[config.mk]
export PLATFORM = sky130hd
export DESIGN_NAME = i_merge
export DESIGN_NICKNAME = d
export VERILOG_FILES = /design/src/rtl/i_merge_pkg.sv /design/src/rtl/i_merge_double_latch.sv /design/src/rtl/i_merge.sv
export SDC_FILE = /design/constraint.sdc
export NUM_CORES = 1
export LEC_CHECK = 0
export BUFFER_PORTS_ARGS = -buffer_cell sky130_fd_sc_hd__clkbuf_2
export CAP_MARGIN = 20
export CORE_ASPECT_RATIO = 0.5
export CORE_MARGIN = 2
export CORE_UTILIZATION = 45
export DETAILED_ROUTE_END_ITERATION = 10
export HOLD_SLACK_MARGIN = 0.02
export PLACE_DENSITY = 0.71
export SYNTH_ARGS = -nofsm -noshare
export SYNTH_HDL_FRONTEND = slang
export SYNTH_HIERARCHICAL = 1
export SYNTH_SLANG_ARGS = --single-unit
[constraint.sdc]
create_clock -name clk -period 9.37 [get_ports clk]
set_clock_uncertainty 0.15 [all_clocks]
set_input_delay 0.937 -clock clk [delete_from_list [all_inputs] [get_ports clk]]
set_output_delay 0.937 -clock clk [all_outputs]
set_load 0.01 [all_outputs]
[src/rtl/i_merge_pkg.sv]
// rtl/i_merge_pkg.sv - shared interconnect constants and header route helper
package i_merge_pkg;

   localparam int DATA_W    = 64;
   localparam int BEAT_W    = DATA_W + 1;
   localparam int ROUTE_MSB = 55;
   localparam int ROUTE_LSB = 48;

   typedef enum logic {
      ST_IDLE = 1'b0,
      ST_BUSY = 1'b1
   } merge_state_t;

   // Push one port bit into the route field; the oldest hop falls off the top.
   function automatic logic [DATA_W-1:0] push_route(input logic [DATA_W-1:0] hdr, input logic port);
      logic [DATA_W-1:0] r;
      r = hdr;
      r[ROUTE_MSB:ROUTE_LSB] = {hdr[ROUTE_MSB-1:ROUTE_LSB], port};
      return r;
   endfunction

endpackage

[src/rtl/i_merge_double_latch.sv]
// rtl/i_merge_double_latch.sv - 2-entry skid buffer, ready derived from occupancy only
module i_merge_double_latch #(
   parameter int WIDTH = 65
) (
   input  logic             clk,
   input  logic             reset,
   input  logic [WIDTH-1:0] in_tdata,
   input  logic             in_tvalid,
   output logic             in_tready,
   output logic [WIDTH-1:0] out_tdata,
   output logic             out_tvalid,
   input  logic             out_tready
);

   logic [WIDTH-1:0] entry0;
   logic [WIDTH-1:0] entry1;
   logic [1:0]       count;
   logic             push;
   logic             pop;

   assign in_tready  = (count != 2'd2);
   assign out_tvalid = (count != 2'd0);
   assign out_tdata  = entry0;
   assign push       = in_tvalid && in_tready;
   assign pop        = out_tvalid && out_tready;

   // entry0 is always the head; entry1 only holds data when two beats are queued
   always_ff @(posedge clk) begin
      if (reset) begin
         count <= 2'd0;
      end else begin
         case ({push, pop})
            2'b10: begin
               if (count == 2'd0) entry0 <= in_tdata;
               else               entry1 <= in_tdata;
               count <= count + 2'd1;
            end
            2'b01: begin
               entry0 <= entry1;
               count  <= count - 2'd1;
            end
            2'b11: begin
               if (count == 2'd1) begin
                  entry0 <= in_tdata;
               end else begin
                  entry0 <= entry1;
                  entry1 <= in_tdata;
               end
            end
            default: ;
         endcase
      end
   end

endmodule

[src/rtl/i_merge.sv]
// rtl/i_merge.sv - two-to-one packet merge with optional route tagging of headers
module i_merge
   import i_merge_pkg::*;
#(
   parameter bit ADD_ROUTE = 1'b1,
   parameter bit RR        = 1'b1
) (
   input  logic              clk,
   input  logic              reset,
   input  logic              I0_TVALID,
   output logic              I0_TREADY,
   input  logic [DATA_W-1:0] I0_TDATA,
   input  logic              I0_TLAST,
   input  logic              I1_TVALID,
   output logic              I1_TREADY,
   input  logic [DATA_W-1:0] I1_TDATA,
   input  logic              I1_TLAST,
   output logic              O_TVALID,
   input  logic              O_TREADY,
   output logic [DATA_W-1:0] O_TDATA,
   output logic              O_TLAST
);

   merge_state_t      state;
   logic              owner;
   logic              last_grant;
   logic              grant;
   logic              sel_valid;
   logic              sel_last;
   logic [DATA_W-1:0] sel_data;
   logic [DATA_W-1:0] beat_data;
   logic              buf_ready;
   logic              buf_valid;
   logic              can_accept;
   logic              accept;

   always_comb begin
      grant = 1'b0;
      if (state == ST_BUSY)
         grant = owner;
      else if (I0_TVALID && I1_TVALID)
         grant = RR ? ~last_grant : 1'b0;
      else
         grant = I1_TVALID;

      sel_valid = grant ? I1_TVALID : I0_TVALID;
      sel_last  = grant ? I1_TLAST  : I0_TLAST;
      sel_data  = grant ? I1_TDATA  : I0_TDATA;

      // only a beat taken between packets is a header
      beat_data = sel_data;
      if (ADD_ROUTE && state == ST_IDLE)
         beat_data = push_route(sel_data, grant);
   end

   assign can_accept = buf_ready && !reset;
   assign I0_TREADY  = can_accept && !grant;
   assign I1_TREADY  = can_accept && grant;
   assign accept     = sel_valid && can_accept;
   assign O_TVALID   = buf_valid && !reset;

   always_ff @(posedge clk) begin
      if (reset) begin
         state      <= ST_IDLE;
         owner      <= 1'b0;
         last_grant <= 1'b1;
      end else if (accept) begin
         if (state == ST_IDLE) begin
            if (!sel_last) begin
               state <= ST_BUSY;
               owner <= grant;
            end else begin
               last_grant <= grant;
            end
         end else if (sel_last) begin
            state      <= ST_IDLE;
            last_grant <= owner;
         end
      end
   end

   i_merge_double_latch #(
      .WIDTH (BEAT_W)
   ) u_buf (
      .clk        (clk),
      .reset      (reset),
      .in_tdata   ({sel_last, beat_data}),
      .in_tvalid  (sel_valid),
      .in_tready  (buf_ready),
      .out_tdata  ({O_TLAST, O_TDATA}),
      .out_tvalid (buf_valid),
      .out_tready (O_TREADY)
   );

endmodule
[Yosys cells after proc, flatten, opt, wreduce, memory -nomap -nowiden]
Index checks and enable logic that the tools add are counted.
Storage, ports and cells
  register bits after elaboration: 135
  output and inout port bits: 68
Cells by class
  $add $sub $neg: 2
  equality and inequality tests: 8
  mux-type cells: 17
  bitwise gates (word level): 4
  reduce and logical (&&, ||, !) cells: 19
Operators with widths (count)
  65-bit two-way mux: 4
  65-bit one-hot mux with 3 select lines: 1
  65-bit one-hot mux with 2 select lines: 1
  64-bit two-way mux: 1
  56-bit two-way mux: 1
  1-bit logical AND: 8
  1-bit two-way mux: 8
  2-bit inequality test (second input constant): 3
  3-bit AND reduction: 2
  2-bit nonzero test: 3
  2-bit by 1-bit equality test with 1-bit output (second input constant): 2
  2-bit equality test (second input constant): 2
  1-bit NOT: 4
  2-bit one-hot mux with 2 select lines: 1
  4-bit AND reduction: 1
  3-bit nonzero test: 1
  2-bit by 1-bit adder with 2-bit output (second input constant): 1
  1-bit logical NOT: 2
  2-bit logical NOT: 1
  2-bit by 1-bit inequality test with 1-bit output (second input constant): 1
  2-bit AND reduction: 1
  2-bit by 1-bit subtractor with 2-bit output (second input constant): 1

[Depth between registers and ports, before layout]
Gate-level depths: netlist (run 1).
  depth after elaboration: 8
  depth in mapped cells: 10
  gate-level depth less buffers: 9

[By module]
Netlist (run 1), hierarchy kept.
By module, submodules not included
  i_merge_double_latch: instances 1, cells an instance 242, area an instance 4963.5 um^2, sequential area each 3943.8 um^2
  i_merge: instances 1, cells an instance 228, area an instance 1093.5 um^2, sequential area each 60.1 um^2

[Worst setup path before layout (run 1)]
No wires, ideal clock.
  kind: input -> register
  start: input I1_TVALID
  end: register u_buf.entry1[0], enable pin
  arrival: 6.583 ns
  required time: 8.634 ns
  path slack: 2.051 ns
  stages on the path: 8
  path buffers: 0
  path through: nor2_1 -> a21oi_1 -> nand2_1 -> inv_1 -> ha_1 -> nand2_1 -> o21ai_0 -> a211oi_1
On the way
  cells in the longest elaborated chain, start to end: 8
  elaborated cells on any way between the ends: 11
  those cells by class: eq/ne (4); mux (3); reduce/logical (4)
Ends and longest elaborated chain
  start: declaration: RTL line i_merge.sv:14  | input logic I1_TVALID,
  1-bit logical AND: RTL line i_merge.sv:41  | else if (I0_TVALID && I1_TVALID)
  1-bit two-way mux: RTL line i_merge.sv:41
  1-bit two-way mux: RTL line i_merge.sv:39  | if (state == ST_BUSY)
  1-bit two-way mux *: RTL line i_merge.sv:46  | sel_valid = grant ? I1_TVALID : I0_TVALID;
  named net sel_valid: RTL line i_merge.sv:28  | logic sel_valid;
  1-bit logical AND *: RTL line i_merge_double_latch.sv:24  | assign push = in_tvalid && in_tready;
  2-bit equality test: RTL line i_merge_double_latch.sv:32  | case ({push, pop})
  2-bit inequality test (no line) / 2-bit nonzero test (equally long branches)
  4-bit AND reduction (no line) *
  end signal: assignment: RTL line i_merge_double_latch.sv:35  | else entry1 <= in_tdata;
  end signal: assignment: RTL line i_merge_double_latch.sv:47  | entry1 <= in_tdata;
  end: declaration: RTL line i_merge_double_latch.sv:16  | logic [WIDTH-1:0] entry1;
Mark *: on every way through the listed nets, which the timed path passes. The rest lies on a longest branch.
A chain may end at the register's enable or synchronous reset.

[Worst setup path in the final report (run 1)]
  start: register state
  end: register u_buf.entry1[31], enable pin
On the way
  cells in the longest elaborated chain, start to end: 6
  elaborated cells on any way between the ends: 9
  those cells by class: eq/ne (4); mux (2); reduce/logical (3)
Ends and longest elaborated chain
  start: declaration: RTL line i_merge.sv:24  | merge_state_t state;
  start signal: assignment: RTL line i_merge.sv:64  | state <= ST_IDLE;
  start signal: assignment: RTL line i_merge.sv:70  | state <= ST_BUSY;
  start signal: assignment: RTL line i_merge.sv:76  | state <= ST_IDLE;
  1-bit two-way mux *: RTL line i_merge.sv:39
  1-bit two-way mux *: RTL line i_merge.sv:46
  named net sel_valid: RTL line i_merge.sv:28
  1-bit logical AND *: RTL line i_merge_double_latch.sv:24
  2-bit equality test: RTL line i_merge_double_latch.sv:32
  2-bit inequality test (no line) / 2-bit nonzero test (equally long branches)
  4-bit AND reduction (no line) *
Marks and branches as above.

==> impl_metrics.tcl, run 1 <==
set metrics [dict create \
    wl_per_cell_um 15.4 \
    layout_common_cells "clkbuf_2 (202), nand2_1 (173), edfxtp_1 (130)" \
    portBuffers 202 \
    die-area_um2 14500 \
    wirelength_mm 13.1 \
    maxCapViolCount 0 \
    period_needed_ns 3.65 \
    worst_path_most_repeated_cell "nand2_1" \
    final_common_cell "clkbuf_2" \
    startpoint_type "flop" \
    grt_pass1_vias 4201 \
    initial_core_util_pct 46.9 \
    slew_headroom_pct 46.2 \
    place.gp.congestion 0.745 \
    ff_latch_area_um2 4000 \
    grt_pass1_wl_mm 20.9 \
    fin_tns_setup_ns 0 \
    netlist.area_leader.share_pct 64.4 \
    fin_hold_ws_ns 0.366 \
    whs_path_depth 2 \
    fmax_ghz 0.274 \
    synth.distinct_cells 31 \
    ys_seq_area_share_pct 66.1 \
    syn_avg_cell_area_um2 12.9 \
    p_per_area_nw_per_um2 277 \
    antenna_found_initial 0 \
    p_leak_nw 3.54 \
    area_growth_pct 28.4 \
    ioPinCount 203 \
    placed_cell_area_um2 7170 \
    clkTransAtPathRegs_ns 0.06 \
    multi_input_area_um2 1850 \
    diodes 0 \
    track_usage_pct 18.7 \
    h-tree-depth 4 \
    cts_buffer_depth 2 \
    route.detailed.drc 0 \
    fp.dieW_um 168 \
    final_hold_viol_count 0 \
    fin_crit_sh_pct 39.0 \
    drtIter0Drc 186 \
    syn_nets 613 \
    crit_arrival_ns 3.53 \
    critical_path_required_ns 9.25 \
    clockRootBuffer "clkbuf_16" \
    ys_ff_latch 135 \
    syn_inst 470 \
    final_area_um2 7780 \
    yosysWarnings 6 \
    ctsHoldBuffers 0 \
    cts_buffers 17 \
    worstRegToRegCells 8 \
    num_vias 4199 \
    critPathMaxStageDelay_ns 0.84 \
    die_y_um 86.0 \
    synth_top_area_cell "edfxtp_1" \
    final_layout_size_suffix_gt1_share_pct 42.1 \
    vdd.ir_drop.worst_uv 123 \
    drtAntennaViolNets 0 \
    status "completed" \
    cp_max_fo 49 \
    setup_viol 0 \
    tightest_slew_ns 0.804 \
    hold_path_class "reg -> reg" \
    clk_latency_ns 0.40 \
    cts.sink_count 135 \
    slowest_stage "dfxtp_1" \
    yosys-top-cells-area "edfxtp_1 (64%), nand2_1 (11%), a22o_2 (5.8%)" \
    cp_cell_sequence "a21oi_1 -> nand2_1 -> inv_1 -> ha_1 -> nand2_1 -> o21ai_0 -> a211oi_4 -> buf_4" \
    gr-total-overflow 0 \
    via_per_inst 4.94 \
    syn-cell-area_um2 6060 \
    cts_post_setup_buffers_inserted 0 \
    num_rows 29 \
    drv_slew 0 \
    rsz0062_at_grt "no" \
    nets 812 \
    first_pass_iters 4 \
    crit_type "reg -> reg" \
    grt_max_degree 60 \
    fillCellCount 1031 \
    cts_tree "built" \
    ctsResizeCount 0 \
    core_um2 12900 \
    critPathCaptureType "flop" \
    hpwl_mm 8.87 \
]
==> kinds of logic (layout without fill, tap and decap cells) <==
group                    count (synthesis)  count (layout)  synth area share [%]
AND/OR/NAND/NOR                        189             189                  12.4
flip-flops                             135             135                  66.1
AO/OA/AOI/OAI                           82              82                  12.3
buffers and inverters                   35             245                  3.97
multiplexers                            19              19                  3.24
adder cells (fa/ha/maj)                  8               8                  1.65
XOR/XNOR                                 2               2                 0.289
==> sequential cells by signal (all words and copies together) (netlist names) <==
name and count:
last_grant 1, u_buf/out_tdata 65, u_buf/count 2, u_buf/entry1 65
state 1, owner 1
==> critical path, delay by kind of cell (launching register included) <==
family          cells  cell delay (ns)
buf+inv             2             0.74
flops               1             0.84
simple gates        2             0.28
compound gates      3             1.00
fa+ha+maj           1             0.23
==> cell usage after synthesis, drive strengths merged <==
library cell	count
a21bo	2
a21oi	5
inv	7
mux2i	17
a22o	65
o21ai	4
nand2b	5
buf	23
edfxtp	130
nand2	175
o41ai	1
nor4	1
nand3	2
nor2	5
nor2b	1
o21a	1
clkbuf	5
ha	8
dfxtp	5
a211oi	4
mux2	2
xnor2	2
==> worst paths after layout <==
check                                 from               end  slack [ns]
worst max register to register       state  u_buf/entry1[31]        5.72
worst min register to register  last_grant        last_grant        0.37
worst min-delay path            last_grant        last_grant        0.37
worst max-delay path                 state  u_buf/entry1[31]        5.72
==> through the flow <==
| step | setup WS (ns) | util, % | instances | total power [W] |
|---|---|---|---|---|
| floorplan | 2.05 | - | 470 | 0.00132 |
| global placement | 5.44 | 55.3 | 819 | 0.00147 |
| detailed placement | 5.33 | 55.5 | 820 | 0.00149 |
| CTS | 5.64 | 60.2 | 850 | 0.00218 |
| global route | 5.42 | 60.2 | 850 | 0.00227 |
| finish | 5.72 | 60.2 | 850 | 0.00216 |
==> layer usage <==
| layer | routed length, um | track usage, % | vias to the layer above |
|---|---|---|---|
| met5 | 0 | 0 | - |
| met4 | 223 | 7.68 | 0 |
| met3 | 611 | 4.06 | 19 |
| met2 | 6540 | 32.8 | 127 |
| met1 | 5700 | 22.8 | 1950 |
| li1 | - | - | 2103 |
==> power by group <==
group	leakage, nW	switching, W	internal, W
clock network	0.288	0.000240	0.000441
registers	1.27	0.0000515	0.000887
logic	1.98	0.000326	0.000210
==> cell type report <==
cell class | count | share of cell area, %
Inverter | 7 | 0.338
Sequential cell | 135 | 51.5
Clock inverter | 13 | 2.35
Clock buffer | 17 | 5.47
Tap cell | 170 | 2.73
Multi-Input combinational cell | 300 | 23.8
Timing Repair Buffer | 208 | 13.8
No activity file was read; power rests on OpenSTA's default activity.
==> inputs of run 2 (changes only) <==
--- a/config.mk
+++ b/config.mk
@@ -5,6 +5,7 @@
 export SDC_FILE = /design/constraint.sdc
 export NUM_CORES = 1
 export LEC_CHECK = 0
+export ABC_AREA = 1
 export BUFFER_PORTS_ARGS = -buffer_cell sky130_fd_sc_hd__clkbuf_2
 export CAP_MARGIN = 20
 export CORE_ASPECT_RATIO = 0.5
@@ -12,7 +13,7 @@
 export CORE_UTILIZATION = 45
 export DETAILED_ROUTE_END_ITERATION = 10
 export HOLD_SLACK_MARGIN = 0.02
-export PLACE_DENSITY = 0.71
+export PLACE_DENSITY = 0.69
 export SYNTH_ARGS = -nofsm -noshare
 export SYNTH_HDL_FRONTEND = slang
 export SYNTH_HIERARCHICAL = 1
==> constraint.sdc (replaced) <==
create_clock -name clk -period 3.7 [get_ports clk]
set_clock_uncertainty 0.15 [all_clocks]
set_input_delay 0.37 -clock clk [delete_from_list [all_inputs] [get_ports clk]]
set_output_delay 0.37 -clock clk [all_outputs]
set_load 0.01 [all_outputs]
==> impl_metrics.tcl, run 2 <==
set metrics [dict create \
    status "completed" \
    cts_post_setup_buffers_inserted 0 \
    ys_ff_latch 135 \
    portBuffers 202 \
    initial_core_util_pct 46.4 \
    maxCapViolCount 0 \
    fp.dieW_um 177 \
    h-tree-depth 4 \
    clkTransAtPathRegs_ns 0.06 \
    final_layout_size_suffix_gt1_share_pct 28.3 \
    hold_path_class "in -> reg" \
    ctsHoldBuffers 0 \
    num_rows 31 \
    ff_latch_area_um2 4000 \
    drv_slew 0 \
    fillCellCount 1320 \
    period_needed_ns 2.80 \
    ff2ff_setup_slack_ns 0.90 \
    cp_max_fo 27 \
    instances_no_fill 1171 \
    grt_pass1_vias 5064 \
    min-delay-start "I0_TDATA[35]" \
    hold_path_end "u_buf/entry1[35]" \
    final_hold_viol_count 0 \
    p_per_area_nw_per_um2 679 \
    die_y_um 90.7 \
    track_usage_pct 19.0 \
    cts_buffers 17 \
    fmax_ghz 0.358 \
    yosysWarnings 6 \
    startpoint_type "flop" \
    area_growth_pct 25.6 \
    ys_seq_area_share_pct 59.2 \
    num_vias 5276 \
    synthArstFlopShare_pct 0 \
    layout_common_cells "nand2_1 (380), clkbuf_2 (202), edfxtp_1 (130)" \
    hpwl_mm 10.1 \
    tightest_slew_ns 0.891 \
    reg2reg_to "u_buf/entry1[44]" \
    p_total_w 0.00576 \
    rr_startpoint "state" \
    drtAntennaViolNets 0 \
    rsz0062_at_grt "no" \
    cts.sink_count 135 \
    antenna_found_initial 0 \
    ioPinCount 203 \
    yosysMostFrequentCell "nand2_1" \
    crit_arrival_ns 2.74 \
    synth-edff-count 130 \
    die-area_um2 16100 \
    place.gp.congestion 0.771 \
    syn-cell-area_um2 6760 \
    fin_tns_setup_ns 0 \
    critical_path_required_ns 3.64 \
    wirelength_mm 14.7 \
    p_leak_nw 4.29 \
    slew_headroom_pct 40.4 \
    cts_buffer_depth 2 \
    worstRegToRegCells 9 \
    yosys-top-cells-count "nand2_1 (380), edfxtp_1 (130), inv_1 (79)" \
    whs_path_depth 3 \
    setup_viol 0 \
    grt_max_degree 69 \
    final_common_cell "nand2_1" \
    yosys-top-cells-area "edfxtp_1 (58%), nand2_1 (21%), inv_1 (4.4%)" \
    cts_tree "built" \
    crit_type "reg -> reg" \
    syn_avg_cell_area_um2 8.87 \
    grt_pass1_wl_mm 23.8 \
    drtIter0Drc 262 \
    clockRootBuffer "clkbuf_16" \
    first_pass_iters 5 \
    critPathCaptureType "flop" \
    vdd.ir_drop.worst_uv 313 \
    synth_top_area_cell "edfxtp_1" \
    syn_nets 905 \
    synth.distinct_cells 32 \
    syn_inst 762 \
    via_per_inst 4.51 \
    place_inst 1139 \
    ctsResizeCount 0 \
    nets 1103 \
    route.detailed.drc 0 \
    diodes 0 \
    gr-total-overflow 0 \
    core_um2 14600 \
    wl_per_cell_um 12.5 \
    ys.flop_type "edfxtp_1" \
    clk_latency_ns 0.40 \
    multi_input_area_um2 2210 \
    netlist.area_leader.share_pct 57.7 \
    fin_crit_sh_pct 75.5 \
]
==> run 2: cells by family (layout without fill, tap and decap cells) <==
kind of cell               after synthesis  count (layout)  share of synthesized area, %
AOI/OAI and AO/OA                       20              20                          2.11
buffers and inverters                  117             328                          8.25
DFF                                    135             135                          59.2
and+or+nand+nor                        476             476                          28.0
muxes                                    6               6                         0.888
adders and majority gates                8               8                          1.48
==> run 2: where the power goes <==
| part | total, W | switching, W | leakage [nW] | internal [W] |
|---|---|---|---|---|
| clock network | 0.00175 | 0.000625 | 0.292 | 0.00113 |
| registers | 0.00232 | 0.0000983 | 1.26 | 0.00222 |
| logic | 0.00170 | 0.00116 | 2.74 | 0.000538 |
==> run 2: routing by layer <==
metal  share of wire (%)  vias to the layer above  GRT usage, %  routed length (um)
li1                    -                     2760             -                   -
met5                   0                        -             0                   0
met1                  44                     2339          24.0                6500
met2                  49                      155          32.8                7180
met4                 1.6                        0          6.83                 238
met3                 5.3                       22          3.24                 773
==> run 2: layout make-up <==
cell class / instances / share of cell area [%]
clock inverter: 13 / 2.11
inverter: 84 / 3.74
timing repair buffer: 212 / 12.9
clock buffer: 19 / 5.10
sequential: 135 / 47.1
tap: 198 / 2.92
multi-input combinational: 510 / 26.0
==> run 2: worst max-delay path, stage by stage, from the launching register on <==
cell and delay (ns):
dfxtp_1 0.41, nand2_1 0.16, or2_1 0.27, and2_1 0.17
nand2_1 0.11, inv_1 0.08, ha_1 0.23, a21oi_1 0.17
and2_4 0.43, buf_4 0.30
==> run 2: through the flow <==
step           cell area, um^2  hold slack, ns  setup WS, ns  utilization [%]
2_1_floorplan             6770           0.286         0.102                -
3_3_place_gp              7880           0.304         0.950             54.0
3_5_place_dp              7880           0.323         0.899             54.0
4_1_cts                   8490          0.0968         0.877             58.2
5_1_grt                   8490           0.110         0.683             58.2
6_report                  8490           0.109         0.905             58.2
==> run 2: how the worst max path moves through the flow <==
stage | startpoint | end | slack [ns]
final | state | u_buf/entry1[44] | 0.90
after global routing | state | I1_TREADY | 0.68
after CTS | state | I1_TREADY | 0.88
after detailed placement | state | u_buf/entry1[43] | 0.90
after global placement | I0_TVALID | u_buf/entry1[31] | 0.95
after floorplan | state | u_buf/out_tdata[0] | 0.10
==> inputs of run 3 (changes only) <==
--- a/config.mk
+++ b/config.mk
@@ -5,7 +5,7 @@
 export SDC_FILE = /design/constraint.sdc
 export NUM_CORES = 1
 export LEC_CHECK = 0
-export ABC_AREA = 1
+export ABC_AREA = 0
 export BUFFER_PORTS_ARGS = -buffer_cell sky130_fd_sc_hd__clkbuf_2
 export CAP_MARGIN = 20
 export CORE_ASPECT_RATIO = 0.5
@@ -13,7 +13,7 @@
 export CORE_UTILIZATION = 45
 export DETAILED_ROUTE_END_ITERATION = 10
 export HOLD_SLACK_MARGIN = 0.02
-export PLACE_DENSITY = 0.69
+export PLACE_DENSITY = 0.71
 export SYNTH_ARGS = -nofsm -noshare
 export SYNTH_HDL_FRONTEND = slang
 export SYNTH_HIERARCHICAL = 1
==> constraint.sdc (replaced) <==
create_clock -name clk -period 2.74 [get_ports clk]
set_clock_uncertainty 0.15 [all_clocks]
set_input_delay 0.274 -clock clk [delete_from_list [all_inputs] [get_ports clk]]
set_output_delay 0.274 -clock clk [all_outputs]
set_load 0.01 [all_outputs]
==> impl_metrics.tcl, run 3 (synthesis gave the netlist of run 1 again) <==
set metrics [dict create \
    critical_path_required_ns 2.86 \
    final_hold_viol_count 0 \
    cts_buffer_depth 2 \
    clk_latency_ns 0.41 \
    layout_setup_ws_ns 0.176 \
    initial_core_util_pct 46.9 \
    track_usage_pct 19.8 \
    final_core_util_pct 65.6 \
    area_growth_pct 39.9 \
    diodes 0 \
    slew_headroom_pct 55.5 \
    fp.dieW_um 168 \
    placed_cell_area_um2 7260 \
    post-place-ws_ns 0.208 \
    wirelength_mm 13.9 \
    tightest_slew_ns 0.666 \
    layout_common_cells "clkbuf_2 (202), nand2_1 (172), edfxtp_1 (130)" \
    cts.sink_count 135 \
    clockRootBuffer "clkbuf_16" \
    status "completed" \
    wl_met1_mm 6.07 \
    nets 875 \
    crit_type "reg -> reg" \
    portBuffers 202 \
    clkTransAtPathRegs_ns 0.06 \
    p_per_area_nw_per_um2 894 \
    h-tree-depth 4 \
    p_leak_nw 3.83 \
    hpwl_mm 8.98 \
    grt_pass1_wl_mm 22.3 \
    gr-total-overflow 0 \
    drv_slew 0 \
    place.gp.congestion 0.767 \
    period_needed_ns 2.56 \
    startpoint_type "flop" \
    cp_max_fo 25 \
    final_layout_size_suffix_gt1_share_pct 39.9 \
    vdd.ir_drop.worst_uv 461 \
    crit_arrival_ns 2.69 \
    critPathCaptureType "flop" \
    maxCapViolCount 0 \
    via_per_inst 4.90 \
    core_um2 12900 \
    num_rows 29 \
    hold_path_class "in -> reg" \
    fin_crit_sh_pct 93.6 \
    drtIter0Drc 245 \
    route.detailed.drc 0 \
    drtAntennaViolNets 0 \
    wl_per_cell_um 15.2 \
    antenna_found_initial 0 \
    final_common_cell "clkbuf_2" \
    fmax_ghz 0.390 \
    ioPinCount 203 \
    fin_tns_setup_ns 0 \
    setup_viol 0 \
    rsz0062_at_grt "no" \
    num_vias 4484 \
    dr_wl_met3_um 620 \
    die_y_um 86.0 \
    cts_tree "built" \
    die-area_um2 14500 \
    wl_met2_mm 6.94 \
    grt_pass1_vias 4663 \
    first_pass_iters 6 \
    grt_max_degree 66 \
    cts_post_setup_buffers_inserted 0 \
    highest_layer "met4" \
    cts_buffers 17 \
    final_area_um2 8470 \
]
run 3: worst max-delay path, cell delays in order (launching register included):
cell and delay, ns:
dfxtp_1 0.40, inv_1 0.09, ha_2 0.22, nand2b_4 0.21
inv_6 0.11, ha_1 0.20, inv_1 0.12, a21oi_4 0.50
buf_16 0.24, a22o_2 0.17
run 3: final timing paths:
kind | slack (ns) | endpoint | depth (start not counted) | from
worst min register to register | 0.38 | u_buf/count[1] | 2 | u_buf/count[1]
worst max-delay path | 0.18 | u_buf/out_tdata[29] | 9 | u_buf/count[0]
worst min-delay path | 0.03 | u_buf/entry1[40] | 3 | I0_TDATA[40]
worst max register to register | 0.18 | u_buf/out_tdata[29] | 9 | u_buf/count[0]
run 3: stage by stage:
stage	total power [W]	cells	hold slack, ns
6_report	0.00757	915	0.0250
5_1_grt	0.00794	915	0.0316
4_1_cts	0.00763	915	0.0202
3_5_place_dp	0.00520	823	0.363
3_3_place_gp	0.00513	822	0.347
2_1_floorplan	0.00455	470	0.186
run 3: layout make-up:
class,instances,area [um^2]
multi-input cells,300,1900
inverters,7,31.3
clock inverters,14,175
well taps,170,213
clock buffers,18,429
repair buffers,271,1720
flip-flops and latches,135,4010
fillers,973,4440
run 3: timing repair:
item | 4_1_cts | 5_1_grt
setup endpoints to repair | 0 | 16
hold endpoints to repair | 35 | 0
resized for setup | 0 | 1
hold buffers | 60 | 0
run 3: routing by layer:
layer,up-vias,GRT usage [%]
met4,0,6.43
li1,2229,-
met1,2117,23.7
met3,20,5.17
met2,118,35.6
met5,-,0
run 3: power breakdown:
part / leakage [nW] / total (W) / switching (W) / internal (W)
clock: 0.289 / 0.00231 / 0.000873 / 0.00144
sequential: 1.27 / 0.00319 / 0.000157 / 0.00303
combinational: 2.27 / 0.00207 / 0.00120 / 0.000875
